## config.mk

```make
export PLATFORM = sky130hd
export DESIGN_NAME = mac_accum_flat
export DESIGN_NICKNAME = d
export VERILOG_FILES = /design/src/rtl/mac_accum_if.sv /design/src/rtl/mac_accum.sv /design/src/flat_wrapper.sv
export SDC_FILE = /design/constraint.sdc
export NUM_CORES = 1
export LEC_CHECK = 0
export BUFFER_PORTS_ARGS = -buffer_cell sky130_fd_sc_hd__buf_2
export CAP_MARGIN = 25
export CORE_ASPECT_RATIO = 0.8
export CORE_MARGIN = 2
export CORE_UTILIZATION = 40
export CTS_CLUSTER_SIZE = 25
export DETAILED_ROUTE_END_ITERATION = 10
export SYNTH_ARGS = -nofsm -noshare
export SYNTH_HDL_FRONTEND = slang
export SYNTH_SLANG_ARGS = --single-unit
```

## constraint.sdc

```tcl
create_clock -name clk -period 2.5 [get_ports clk]
set_input_delay 0.25 -clock clk [delete_from_list [all_inputs] [get_ports clk]]
set_output_delay 0.25 -clock clk [all_outputs]
set_load 0.005 [all_outputs]
```

## src/rtl/mac_accum_if.sv

```systemverilog
// Operand stream and frame-result bundle between the MAC feeder and the accumulate core.
interface mac_accum_if #(
  parameter int unsigned N     = 16,
  parameter int unsigned CNT_W = 8
);
  logic                 a_valid;
  logic                 a_ready;
  logic [N-1:0]         a;
  logic [N-1:0]         b;
  logic                 a_last;
  logic [2*N-1:0]       qacc;
  logic                 qsload;
  logic                 sum_err;
  logic                 mult_err;
  logic                 len_err;
  logic [CNT_W-1:0]     term_cnt;
  logic                 busy;

  modport master (
    output a_valid, a, b, a_last,
    input  a_ready, qacc, qsload, sum_err, mult_err, len_err, term_cnt, busy
  );

  modport slave (
    input  a_valid, a, b, a_last,
    output a_ready, qacc, qsload, sum_err, mult_err, len_err, term_cnt, busy
  );
endinterface

```

## src/rtl/mac_accum.sv

```systemverilog
// Two-stage signed multiply-accumulate core: registered product, then wrapping 2N-bit accumulate.
// Frames close on a_last or at MAX_LEN terms and end with a one-cycle qsload strobe.
module mac_accum #(
  parameter int unsigned N       = 16,
  parameter int unsigned Q       = 8,
  parameter int unsigned MAX_LEN = 255,
  parameter int unsigned CNT_W   = 8
) (
  input  logic        clk,
  input  logic        rst_n,
  input  logic        clr,
  mac_accum_if.slave  bus
);

  localparam int unsigned W = 2 * N;

  // Reject builds where the counter cannot reach MAX_LEN or Q leaves no integer bits.
  if ((2 ** CNT_W) <= MAX_LEN || Q >= N) begin : gen_param_check
    $error("mac_accum: invalid parameter combination");
  end

  typedef enum logic [1:0] {StIdle, StAcc, StDrain, StDone} state_e;

  state_e             state_q;
  logic [W-1:0]       prod_q;
  logic               prod_v_q;
  logic               first_q;
  logic [W-1:0]       acc_q;
  logic [CNT_W-1:0]   term_cnt_q;
  logic               qsload_q;
  logic               sum_err_q;
  logic               mult_err_q;
  logic               len_err_q;

  logic               ready;
  logic               accept;
  logic               frame_end;
  logic               len_hit;
  logic [CNT_W-1:0]   cnt_next;
  logic signed [W-1:0] a_ext;
  logic signed [W-1:0] b_ext;
  logic signed [W-1:0] prod_d;
  logic [W-1:0]       sum;
  logic               sum_ovf;
  logic               prod_guard;

  always_comb begin
    ready      = (state_q == StIdle) || (state_q == StAcc);
    accept     = bus.a_valid && ready;
    cnt_next   = (state_q == StIdle) ? CNT_W'(1) : term_cnt_q + CNT_W'(1);
    len_hit    = (cnt_next == CNT_W'(MAX_LEN));
    frame_end  = bus.a_last || len_hit;
    a_ext      = {{N{bus.a[N-1]}}, bus.a};
    b_ext      = {{N{bus.b[N-1]}}, bus.b};
    prod_d     = a_ext * b_ext;
    sum        = acc_q + prod_q;
    // Overflow only when both addends share a sign and the result flips it.
    sum_ovf    = (prod_q[W-1] == acc_q[W-1]) && (sum[W-1] != prod_q[W-1]);
    prod_guard = (prod_q[W-1] != prod_q[W-2]);
  end

  always_ff @(posedge clk or negedge rst_n) begin
    if (!rst_n) begin
      state_q    <= StIdle;
      prod_q     <= '0;
      prod_v_q   <= 1'b0;
      first_q    <= 1'b0;
      acc_q      <= '0;
      term_cnt_q <= '0;
      qsload_q   <= 1'b0;
      sum_err_q  <= 1'b0;
      mult_err_q <= 1'b0;
      len_err_q  <= 1'b0;
    end else if (clr) begin
      state_q    <= StIdle;
      prod_v_q   <= 1'b0;
      first_q    <= 1'b0;
      acc_q      <= '0;
      term_cnt_q <= '0;
      qsload_q   <= 1'b0;
      sum_err_q  <= 1'b0;
      mult_err_q <= 1'b0;
      len_err_q  <= 1'b0;
    end else begin
      qsload_q <= 1'b0;
      prod_v_q <= accept;

      if (accept) begin
        prod_q     <= prod_d;
        first_q    <= (state_q == StIdle);
        term_cnt_q <= cnt_next;
        if (state_q == StIdle) begin
          sum_err_q  <= 1'b0;
          mult_err_q <= 1'b0;
          len_err_q  <= 1'b0;
        end
        if (frame_end) begin
          state_q <= StDrain;
          if (!bus.a_last) len_err_q <= 1'b1;
        end else begin
          state_q <= StAcc;
        end
      end else begin
        case (state_q)
          StDrain: begin
            state_q  <= StDone;
            qsload_q <= 1'b1;
          end
          StDone:  state_q <= StIdle;
          default: state_q <= state_q;
        endcase
      end

      // Stage 2: the first term of a frame loads rather than accumulates.
      if (prod_v_q) begin
        if (first_q) begin
          acc_q <= prod_q;
        end else begin
          acc_q <= sum;
          if (sum_ovf) sum_err_q <= 1'b1;
        end
        if (prod_guard) mult_err_q <= 1'b1;
      end
    end
  end

  assign bus.a_ready  = ready;
  assign bus.qacc     = acc_q;
  assign bus.qsload   = qsload_q;
  assign bus.sum_err  = sum_err_q;
  assign bus.mult_err = mult_err_q;
  assign bus.len_err  = len_err_q;
  assign bus.term_cnt = term_cnt_q;
  assign bus.busy     = (state_q != StIdle);

endmodule
```

## src/flat_wrapper.sv

```systemverilog
// flat-port wrapper written by rule: the top's interface ports become plain ports
module mac_accum_flat 
#(
  parameter int unsigned N       = 16,
  parameter int unsigned Q       = 8,
  parameter int unsigned MAX_LEN = 255,
  parameter int unsigned CNT_W   = 8
)
  (clk, rst_n, clr, bus_a_valid, bus_a, bus_b, bus_a_last, bus_a_ready, bus_qacc, bus_qsload, bus_sum_err, bus_mult_err, bus_len_err, bus_term_cnt, bus_busy);
  mac_accum_if #(.N(N), .CNT_W(CNT_W)) bus_i ();
  input  logic clk;
  input  logic rst_n;
  input  logic clr;
  input wire logic [$bits(bus_i.a_valid)-1:0] bus_a_valid;
  input wire logic [$bits(bus_i.a)-1:0] bus_a;
  input wire logic [$bits(bus_i.b)-1:0] bus_b;
  input wire logic [$bits(bus_i.a_last)-1:0] bus_a_last;
  output wire logic [$bits(bus_i.a_ready)-1:0] bus_a_ready;
  output wire logic [$bits(bus_i.qacc)-1:0] bus_qacc;
  output wire logic [$bits(bus_i.qsload)-1:0] bus_qsload;
  output wire logic [$bits(bus_i.sum_err)-1:0] bus_sum_err;
  output wire logic [$bits(bus_i.mult_err)-1:0] bus_mult_err;
  output wire logic [$bits(bus_i.len_err)-1:0] bus_len_err;
  output wire logic [$bits(bus_i.term_cnt)-1:0] bus_term_cnt;
  output wire logic [$bits(bus_i.busy)-1:0] bus_busy;
  assign bus_i.a_valid = bus_a_valid;
  assign bus_i.a = bus_a;
  assign bus_i.b = bus_b;
  assign bus_i.a_last = bus_a_last;
  assign bus_a_ready = bus_i.a_ready;
  assign bus_qacc = bus_i.qacc;
  assign bus_qsload = bus_i.qsload;
  assign bus_sum_err = bus_i.sum_err;
  assign bus_mult_err = bus_i.mult_err;
  assign bus_len_err = bus_i.len_err;
  assign bus_term_cnt = bus_i.term_cnt;
  assign bus_busy = bus_i.busy;
  mac_accum #(.N(N), .Q(Q), .MAX_LEN(MAX_LEN), .CNT_W(CNT_W)) u_core (.clk(clk), .rst_n(rst_n), .clr(clr), .bus(bus_i));
endmodule
```

Yosys cells after proc, flatten, opt, wreduce, memory -nomap -nowiden --
Cells that the tools add are included.
Cells by class: reductions and logical operators 10, eq/ne operators 7, muxes and demuxes 32, multipliers 1, bitwise logic cells 1, add/subtract/negate cells 2
Operators with widths (count):
- two-way mux 32 bit | 3
- adder 32 bit | 1
- multiplier 16 x 16 -> 32 bit | 1
- two-way mux 8 bit | 3
- two-way mux 1 bit | 22
- adder 8 x 1 -> 8 bit, second input constant | 1
- equality test 8 bit, second input constant | 1
- two-way mux 2 bit | 3
- nonzero test 2 bit | 3
- equality test 2 bit, second input constant | 2
- case mux 2 bit (2 select lines) | 1
- nonzero test 4 bit | 1
- equality test 2 x 1 -> 1 bit, second input constant | 1
- logical AND 1 bit | 2
- zero test 2 bit | 1
- logical OR 1 bit | 2
- inequality test 1 bit | 2
- AND reduction 2 bit | 1
- equality test 1 bit | 1
- NOT 1 bit | 1
Word-level totals: output and inout bits 46, register bits after elaboration 80, input bits 37

Longest topological paths before layout --
Gate-level depths: netlist of run 1.
depth after elaboration 8, depth in mapped cells 23

Least setup slack after synthesis of run 1 --
OpenSTA, ideal clock, no wires.
kind input -> register, start in bus_a[15], end reg u_core.prod_q[29], arrival time 5534 ps, cell stages on the path 19, setup slack -3157 ps, buffers on the path 1, required time 2376 ps, path through clkbuf_1 nand2_1 inv_1 fa_1 fa_1 fa_1 fa_1 fa_1 inv_1 fa_1 inv_1 ha_1 a21oi_1 nand2_1 a221oi_1 o211ai_2 a31oi_1 nor4b_1 a211o_1
Between the ends: longest elaborated chain between the ends 1
RTL lines:
- from (decl) | line flat_wrapper.sv:15 | input wire logic [$bits(bus_i.a)-1:0] bus_a;
- multiplier 16 x 16 -> 32 bit | line mac_accum.sv:55 | prod_d = a_ext * b_ext;
- to (signal assigned) | line mac_accum.sv:89 | prod_q <= prod_d;
- to (decl) | line mac_accum.sv:25 | logic [W-1:0] prod_q;
No other way between the ends. A chain may end at the register's enable or synchronous reset.

Worst setup path after layout of run 1 --
start in bus_b[5], end reg u_core.prod_q[29]
Between the ends: longest elaborated chain between the ends 1
RTL lines:
- from (decl) | line flat_wrapper.sv:16 | input wire logic [$bits(bus_i.b)-1:0] bus_b;
- multiplier 16 x 16 -> 32 bit | line mac_accum.sv:55
No other way between the ends.

==> qor.yml, run 1 <==
run_status:
  outcome: "finished with violations"
  violations: "setup timing"
setup_path:
  cp.required_ns: 2.73
  crit_fanout: 5
  path_common_cell: "fa_1"
  cp.arrival_ns: 5.42
  path_depth: 23
  r2r_end: "u_core.bus.qacc[25]$_DFFE_PN0P_"
  path_cells: "buf_12 -> buf_12 -> and2_4 -> fa_1 -> inv_2 -> fa_1 -> fa_1 -> inv_2 -> fa_1 -> fa_1 -> inv_2 -> fa_1 -> inv_2 -> ha_4 -> nand2_4 -> a21o_1 -> nand2_2 -> o311ai_4 -> buf_12 -> o211ai_4 -> a31oi_4 -> buf_6 -> a211o_1"
  path_delay_family: "adder cells"
  reg2regPathDepth: 10
  cp-start-kind: "input port"
  rrSetupSlack_ns: -0.07
  cpMaxStageDelayCell: "fa_1"
  cp-end-kind: "flop"
  crit_start: "bus_b[5]"
  worstSetupPathType: "in2reg"
  crit_buf_inv: 8
  max_stage_delay_ns: 0.52
  regToRegStartpoint: "u_core.prod_q[13]$_DFFE_PN0P_"
yosys:
  synth_area_um2: 15000
  synth_cell_types: 74
  synth_seq_cells: 80
  synthArstFlopShare_pct: 100
  ys_seq_area_share_pct: 13.3
  ys.flop_type: "dfrtp_1"
  synthCells: 1694
  synthTopCellsByArea: "fa_1, dfrtp_1, ha_1"
  avgSynthCellArea_um2: 8.88
  synth_fp_nets: 2108
  synth_top_area_cell: "fa_1"
  synth_edf_count: 0
  synth_warnings: 0
  synth_top_area_share_pct: 35.0
placed_design:
  dpl.cell_count: 2434
  io_buffer_count: 82
  post-dp-hpwl_mm: 31.8
  globalplace.congestion: 0.878
  placed_area_um2: 18000
timing:
  hold_viol_final: 0
  final_max_slew_viol_count: 0
  hold_slack_ns: 0.243
  min_period_ns: 5.19
  relSlewSlack_pct: 51.0
  finalSetupViolCount: 29
  period_share_pct: 208
  skew_ns: 0.00915
  fin_ws_ns: -2.69
  fmax_ghz: 0.193
  worst_pin_slew_ns: 0.735
  tns_ns: -59.20
  rsz0062_at_grt: "true"
floorplanning:
  dieWidth_um: 221
  core-area_um2: 37000
  core.rowCount: 63
  io_pins: 83
  initial_core_util_pct: 40.6
  dieArea_um2: 39200
  dieHeight_um: 177
hold_path:
  min_from: "bus_a_valid"
  worstHoldPathCells: 4
  min_to: "u_core.state_q[0]$_DFFE_PN0P_"
  min_path_type: "in2reg"
cells_and_area:
  drive_gt1_share_pct: 31.1
  final_cells: 2498
  fin_area_um2: 20400
  multi_input_area_um2: 13100
  final_cell_mix: "inv_1, fa_1, buf_4"
  final_nets: 2421
  fill_cells: 3269
  syn_to_final_growth_pct: 35.7
  layout_commonest_cell: "inv_1"
  regArea_um2: 2000
  antenna_cells: 0
routing:
  num_vias: 12900
  wl_mm: 40.3
  drt_iter0_drc: 874
  firstDrtPassIters: 5
  vias_per_cell: 5.15
  drcViolationCount: 0
  ant_nets: 0
  wl_per_cell_um: 16.1
global_routing:
  grt_max_degree: 65
  grt_pass1_wl_mm: 66.7
  grt_pass1_vias: 13400
  grt_antenna_before_repair: 0
  grtUsageTotal_pct: 20.7
  grt_overflow: 0
cts:
  numCtsBuffers: 9
  clk_pin_slew_worst_paths_ns: 0.06
  cts_buffer_depth: 2
  cts.sink_count: 80
  root_buffer: "clkbuf_16"
  clock_latency_ns: 0.35
  cts_tree: "yes"
  h-tree-depth: 3
run:
  max_cap_viol_count: 0
synth_stat cells (3+ instances only):
library cell    n
a2111oi_0       4
a211o_1         6
a211oi_1       17
a21o_1         23
a21oi_1        56
a311oi_1       16
a31oi_1         8
and2_1        126
and3_1          8
buf_1           5
buf_2           3
clkbuf_1       59
dfrtp_1        80
fa_1          263
ha_1          114
inv_1         309
mux2i_1         7
nand2_1       224
nand2b_1       16
nand3_1        19
nand3b_1        5
nand4_1         6
nor2_1         84
nor2b_1         6
nor3_1         19
nor3b_1         4
nor4_1          3
o211ai_1        7
o21a_1          7
o21ai_0        71
o21ai_1         3
o21ai_2         3
o21bai_1        8
o31ai_1         5
xnor2_1        36
xor2_1         18
worst max-delay path by stage:
stage,to,slack [ns]
floorplan,u_core.prod_q[23]$_DFFE_PN0P_,-2.82
global placement,u_core.prod_q[29]$_DFFE_PN0P_,-3.11
detailed placement,u_core.prod_q[29]$_DFFE_PN0P_,-3.21
CTS,u_core.prod_q[30]$_DFFE_PN0P_,-2.69
global route,u_core.prod_q[23]$_DFFE_PN0P_,-2.87
finish,u_core.prod_q[29]$_DFFE_PN0P_,-2.69
per-stage QoR:
stage               setup slack (ns)  utilization, %
floorplan                      -2.82               -
global placement               -3.11            48.6
detailed placement             -3.21            48.6
CTS                            -2.69            53.0
global route                   -2.87            55.1
finish                         -2.69            55.1
tightest hold or removal path, delay by kind of cell:
family	cells	cell delay [ns]
buf+inv	1	0.10
simple gates	2	0.10
compound gates	1	0.09
final cells by class:
type / instances / share of cell area (%)
multi-input combinational: 1237 / 64.2
clock inverter: 5 / 0.399
tap: 487 / 2.99
sequential: 80 / 9.82
inverter: 310 / 5.70
timing repair buffer: 369 / 15.8
clock buffer: 10 / 1.12
per-layer routing:
metal,vias to the layer above,global-route usage [%],share of wire (%)
met5,-,0,0
met4,0,3.27,1.2
met3,40,2.52,3.5
met2,229,36.4,51
met1,6611,28.1,45
li1,5994,-,-
state kept, by name, indices dropped and copies added (netlist names):
name and count:
u_core.bus.qacc 32, u_core.bus.qsload 1, u_core.bus.term_cnt 8, u_core.bus.len_err 1
u_core.bus.sum_err 1, u_core.bus.mult_err 1, u_core.prod_v_q 1, u_core.state_q 2
u_core.first_q 1, u_core.prod_q 32
cell families after synthesis:
family / Yosys count / synth area share [%]
AO/OA/AOI/OAI: 271 / 12.4
multiplexers: 8 / 0.541
buffers and inverters: 377 / 9.43
XOR/XNOR: 54 / 3.14
flip-flops: 80 / 13.3
AND/OR/NAND/NOR: 527 / 16.7
adder cells (fa/ha/maj): 377 / 44.5
timing repair:
item	4_1_cts	5_1_grt
buffers inserted	35	19
gates cloned	2	1
resized for setup	248	135
hold buffers	1	0
pin swaps	113	87
hold endpoints to repair	33	0
endpoints found under the setup margin	43	52
Power of run 1 is not shown: default switching activity piles up to over one toggle a cycle in this logic, so the estimate is an artifact.
==> run 2, diff against run 1 <==
Settings changed: ABC_AREA set to 1.
==> run 2 against run 1 <==
Effect of this change: the flow still finishes with violations (setup timing); flip-flop and latch count stayed put; register-to-register slack gained 0.29 ns; synthesized cell count is 36% higher; largest cell class unchanged; wire length up 15%; critical path type unchanged; worst setup slack gained 0.25 ns.
==> qor.yml, run 2 <==
setup_path:
  crit_fanout: 6
  worstSetupPathType: "in2reg"
  cp-end-kind: "flop"
  cp.required_ns: 2.75
  cp.arrival_ns: 5.20
  cp-start-kind: "input port"
global_routing:
  grt_antenna_before_repair: 0
  grtUsageTotal_pct: 22.9
  grt_pass1_vias: 15100
  grt_pass1_wl_mm: 77.8
  grt_max_degree: 46
  grt_overflow: 0
routing:
  drt_iter0_drc: 1030
  firstDrtPassIters: 5
  drcViolationCount: 0
  vias_per_cell: 4.81
  wl_per_cell_um: 15.2
  wl_mm: 46.4
  num_vias: 14700
  ant_nets: 0
cells_and_area:
  multi_input_area_um2: 13300
  fill_cells: 3992
  regArea_um2: 2000
  drive_gt1_share_pct: 22.3
  final_nets: 2925
  fin_area_um2: 20800
  layout_commonest_cell: "nand2_1"
  syn_to_final_growth_pct: 26.1
  final_cell_mix: "nand2_1, inv_1, fa_1"
  antenna_cells: 0
timing:
  relSlewSlack_pct: 58.6
  fin_ws_ns: -2.45
  worst_pin_slew_ns: 0.620
  finalSetupViolCount: 27
  period_share_pct: 198
  skew_ns: 0.00620
  rsz0062_at_grt: "true"
  min_period_ns: 4.95
  final_max_slew_viol_count: 0
  fmax_ghz: 0.202
  hold_viol_final: 0
yosys:
  ys_seq_area_share_pct: 12.1
  ys.flop_type: "dfrtp_1"
  synth_area_um2: 16500
  synthAdderAreaFrac_pct: 40.6
  synth_seq_cells: 80
  synth_compound_area_share_pct: 5.17
  synth_top_area_share_pct: 31.9
  synthMuxAreaShare_pct: 0
  synth_edf_count: 0
  synthTopCellsByArea: "fa_1, nand2_1, inv_1"
  synth_warnings: 0
  synth_most_common_cell: "nand2_1"
  synth_xor_area_share_pct: 1.75
  synth_top_family_by_area: "adder cells"
  yosys.area_share.simple_pct: 25.1
  synth_cell_types: 40
  synth_common_cells: "nand2_1, inv_1, fa_1, nor2_1, ha_1"
  synth_top_area_cell: "fa_1"
  synth_fp_nets: 2723
  avgSynthCellArea_um2: 7.14
  synthCells: 2309
  synthArstFlopShare_pct: 100
cts:
  clock_latency_ns: 0.36
  h-tree-depth: 3
  cts_buffer_depth: 2
  clk_pin_slew_worst_paths_ns: 0.06
  root_buffer: "clkbuf_16"
  cts_tree: "yes"
  numCtsBuffers: 9
  cts.sink_count: 80
run:
  max_cap_viol_count: 0
run_status:
  outcome: "finished with violations"
  violations: "setup timing"
placed_design:
  io_buffer_count: 82
  placed_area_um2: 19200
  post-dp-hpwl_mm: 39.5
  globalplace.congestion: 0.916
hold_path:
  min_path_type: "in2reg"
floorplanning:
  core.rowCount: 66
  dieWidth_um: 231
  io_pins: 83
  core-area_um2: 40600
  initial_core_util_pct: 40.6
  dieArea_um2: 42900
  dieHeight_um: 186
## run 2: cell count changes in the layout (fill, tap and decap cells not counted), moves of 76 or more
| cell | change |
|---|---|
| nand3_1 | +76 |
| buf_4 | -80 |
| inv_1 | +250 |
| nand2_1 | +414 |
| and2_1 | -93 |
## run 2: path summary, 6_finish.rpt
kind / cells past startpoint / from / end / slack (ns)
max: 23 / bus_b[15] / u_core.prod_q[26]$_DFFE_PN0P_ / -2.45
min: 2 / clr / u_core.bus.sum_err$_DFF_PN0_ / 0.18
max reg2reg: 13 / u_core.bus.qacc[0]$_DFFE_PN0P_ / u_core.bus.qacc[24]$_DFFE_PN0P_ / 0.22
min reg2reg: 2 / u_core.bus.qacc[10]$_DFFE_PN0P_ / u_core.bus.qacc[10]$_DFFE_PN0P_ / 0.51
max in group asynchronous: 3 / rst_n / u_core.prod_q[29]$_DFFE_PN0P_ / 1.48
min in group asynchronous: 2 / rst_n / u_core.bus.qacc[9]$_DFFE_PN0P_ / 0.41
## run 2: final cells by class
class                   count  share of cell area (%)
clock buffers              13                    1.25
repair buffers            269                    10.9
multi-input cells        1566                    64.2
well taps                 544                    3.28
clock inverters             3                   0.120
flip-flops and latches     80                    9.63
inverters                 585                    10.6
## run 2: metrics by stage
step / worst slack, ns / utilization, % / hold WS (ns) / std cells / TNS (ns)
floorplan: -2.52 / - / -0.0456 / 2309 / -56.28
global placement: -3.05 / 47.3 / 0.258 / 3027 / -70.16
detailed placement: -3.10 / 47.3 / 0.263 / 3027 / -71.63
CTS: -2.40 / 50.1 / 0.166 / 3052 / -54.06
global route: -2.62 / 51.1 / 0.190 / 3060 / -59.57
finish: -2.45 / 51.1 / 0.179 / 3060 / -55.23
## run 2: critical path, cell delays in order
cell and delay, ns:
buf_6 0.07, clkinvlp_4 0.19, or2_4 0.29, fa_1 0.45, fa_1 0.49, inv_1 0.05, fa_1 0.51, fa_1 0.47
fa_1 0.52, inv_2 0.04, fa_1 0.48, inv_2 0.05, ha_4 0.32, nand2_4 0.09, nor2_4 0.12, inv_2 0.06
nor3_4 0.18, buf_4 0.14, nand3_1 0.09, nand3_1 0.10, nand2_1 0.05, nand3_1 0.09, nand2_1 0.06
## run 2: per-layer routing
layer  share of wire (%)  vias to the layer above  routed length (um)  track usage (%)
li1                    -                     7195                   -                -
met5                   0                        -                   0                0
met2                  45                      327               20800             35.9
met4                0.98                        0                 453             3.59
met3                 5.3                       36                2470             3.19
met1                  49                     7166               22700             34.0
## run 2: cell families (layout without fill, tap and decap cells)
logic type,after synthesis,count (layout)
AOI/OAI and AO/OA,159,159
and+or+nand+nor,997,997
xor gates and xnor gates,33,33
adders and majority gates,377,377
buffers and inverters,663,870
DFF,80,80
## run 2: timing repair
item | 4_1_cts | 5_1_grt
hold buffers | 1 | 0
endpoints found under the hold margin | 35 | 0
pin swaps | 53 | 92
buffers inserted | 8 | 10
cloned | 0 | 0
endpoints found under the setup margin | 27 | 27
gates resized for setup | 198 | 105
Power of run 2 is left out for the same reason.
==> run 3, diff against run 2 <==
Settings changed: CTS_BUF_LIST set to sky130_fd_sc_hd__clkbuf_2.
==> run 3 against run 2 <==
Effect of this change: the run still ends with setup timing left; die area unchanged; via count down 0.16%; register-to-register slack worse by 0.02 ns; flip-flop and latch count unchanged; utilization down 0.14 points; first-iteration DRC count up 6.5%.
==> qor.yml, run 3 (synthesis results as in run 2) <==
timing:
  finalSetupViolCount: 27
  relSlewSlack_pct: 58.5
  hold_viol_final: 0
  worst_pin_slew_ns: 0.621
  fmax_ghz: 0.219
  min_period_ns: 4.57
  skew_ns: 0.0176
  final_max_slew_viol_count: 0
  fin_ws_ns: -2.07
  period_share_pct: 183
  tns_ns: -45.93
  rsz0062_at_grt: "true"
routing:
  wl_per_cell_um: 15.2
  num_vias: 14700
  vias_per_cell: 4.79
  firstDrtPassIters: 6
  drcViolationCount: 0
  ant_nets: 0
  drt_iter0_drc: 1097
  wl_mm: 46.6
setup_path:
  crit_fanout: 4
  path_common_cell: "fa_1"
  max_stage_delay_ns: 0.52
  path_delay_family: "adder cells"
  path_depth: 24
  cp-end-kind: "flop"
  cpMaxStageDelayCell: "fa_1"
  cp.required_ns: 3.10
  cp.arrival_ns: 5.16
  worstSetupPathType: "in2reg"
  crit_buf_inv: 8
  reg2regPathDepth: 13
  cp-start-kind: "input port"
  path_cells: "buf_6 -> clkinvlp_4 -> buf_12 -> or2_4 -> fa_1 -> fa_1 -> inv_1 -> fa_1 -> fa_1 -> fa_1 -> inv_2 -> fa_1 -> inv_2 -> ha_4 -> nand2_4 -> nor2_4 -> inv_2 -> nor3_4 -> buf_4 -> nand3_2 -> nand3_1 -> nand2_1 -> nand3_2 -> nand2_1"
cells_and_area:
  fill_cells: 4018
  final_cell_mix: "nand2_1, inv_1, fa_1"
  final_core_util_pct: 51.0
  drive_gt1_share_pct: 23.0
  regArea_um2: 2000
  syn_to_final_growth_pct: 25.7
  multi_input_area_um2: 13300
  layout_commonest_cell: "nand2_1"
  final_nets: 2931
hold_path:
  min_path_type: "in2async"
floorplanning:
  dieHeight_um: 186
  initial_core_util_pct: 40.6
  core.rowCount: 66
  dieWidth_um: 231
  io_pins: 83
  dieArea_um2: 42900
  core-area_um2: 40600
cts:
  numCtsBuffers: 9
  cts.sink_count: 80
  root_buffer: "clkbuf_2"
  cts_buffer_depth: 2
  clk_pin_slew_worst_paths_ns: 0.23
  h-tree-depth: 3
  clock_latency_ns: 0.66
  cts_tree: "yes"
global_routing:
  grt_pass1_wl_mm: 77.9
  grtUsageTotal_pct: 22.9
  grt_overflow: 0
  grt_max_degree: 46
  grt_antenna_before_repair: 2
  grt_pass1_vias: 15200
run:
  max_cap_viol_count: 0
placed_design:
  globalplace.congestion: 0.916
  io_buffer_count: 82
  post-dp-hpwl_mm: 39.5
run_status:
  outcome: "finished with violations"
  violations: "setup timing"
==> run 3: cell types whose count changed in the layout (fill, tap and decap cells not counted), sizes merged <==
cell,delta
buf,+2
dlygate4sd3,+3
clkbuf,-1
diode,+4
clkinv,+2
==> run 3: worst paths after layout <==
check	startpoint	to	slack, ns
max	bus_b[15]	u_core.prod_q[26]$_DFFE_PN0P_	-2.07
min reg2reg	u_core.bus.qacc[10]$_DFFE_PN0P_	u_core.bus.qacc[10]$_DFFE_PN0P_	0.54
min in group clk	bus_a[0]	u_core.prod_q[0]$_DFFE_PN0P_	0.13
max in group asynchronous	rst_n	u_core.bus.qacc[20]$_DFFE_PN0P_	1.82
max reg2reg	u_core.bus.qacc[0]$_DFFE_PN0P_	u_core.bus.qacc[24]$_DFFE_PN0P_	0.20
min	rst_n	u_core.bus.qacc[11]$_DFFE_PN0P_	0.06
==> run 3: area by class of cell <==
cell class / instances / share of cell area [%]
Timing Repair Buffer: 275 / 11.9
Inverter: 585 / 10.6
Tap cell: 544 / 3.28
Antenna cell: 4 / 0.0483
Clock buffer: 11 / 0.266
Clock inverter: 5 / 0.157
Multi-Input combinational cell: 1566 / 64.1
Sequential cell: 80 / 9.66
==> run 3: stage by stage <==
stage                     cell area [um^2]  hold WS (ns)  setup WS (ns)  instances
after detailed placement             19200         0.263          -3.10       3027
after global placement               19200         0.258          -3.05       3027
after floorplan                      17500       -0.0456          -2.52       2309
final                                20700        0.0605          -2.07       3070
after global routing                 20700        0.0880          -2.19       3069
after CTS                            20300        0.0208          -2.01       3056
==> run 3: what timing repair did <==
| action | 4_1_cts | 5_1_grt |
|---|---|---|
| cloned | 0 | 2 |
| hold endpoints to repair | 88 | 0 |
| endpoints found under the setup margin | 27 | 27 |
| gates resized for setup | 225 | 99 |
| hold buffers | 4 | 0 |
| setup buffers | 10 | 9 |
| pin swaps | 75 | 62 |
==> run 3: layer usage <==
layer,share of wire (%),wire [um],GRT usage (%)
met5,0,0,0
met4,0.89,415,3.46
met3,5.4,2520,2.74
met2,45,20800,36.2
met1,49,22900,34.1
Power of run 3 is left out for the same reason.
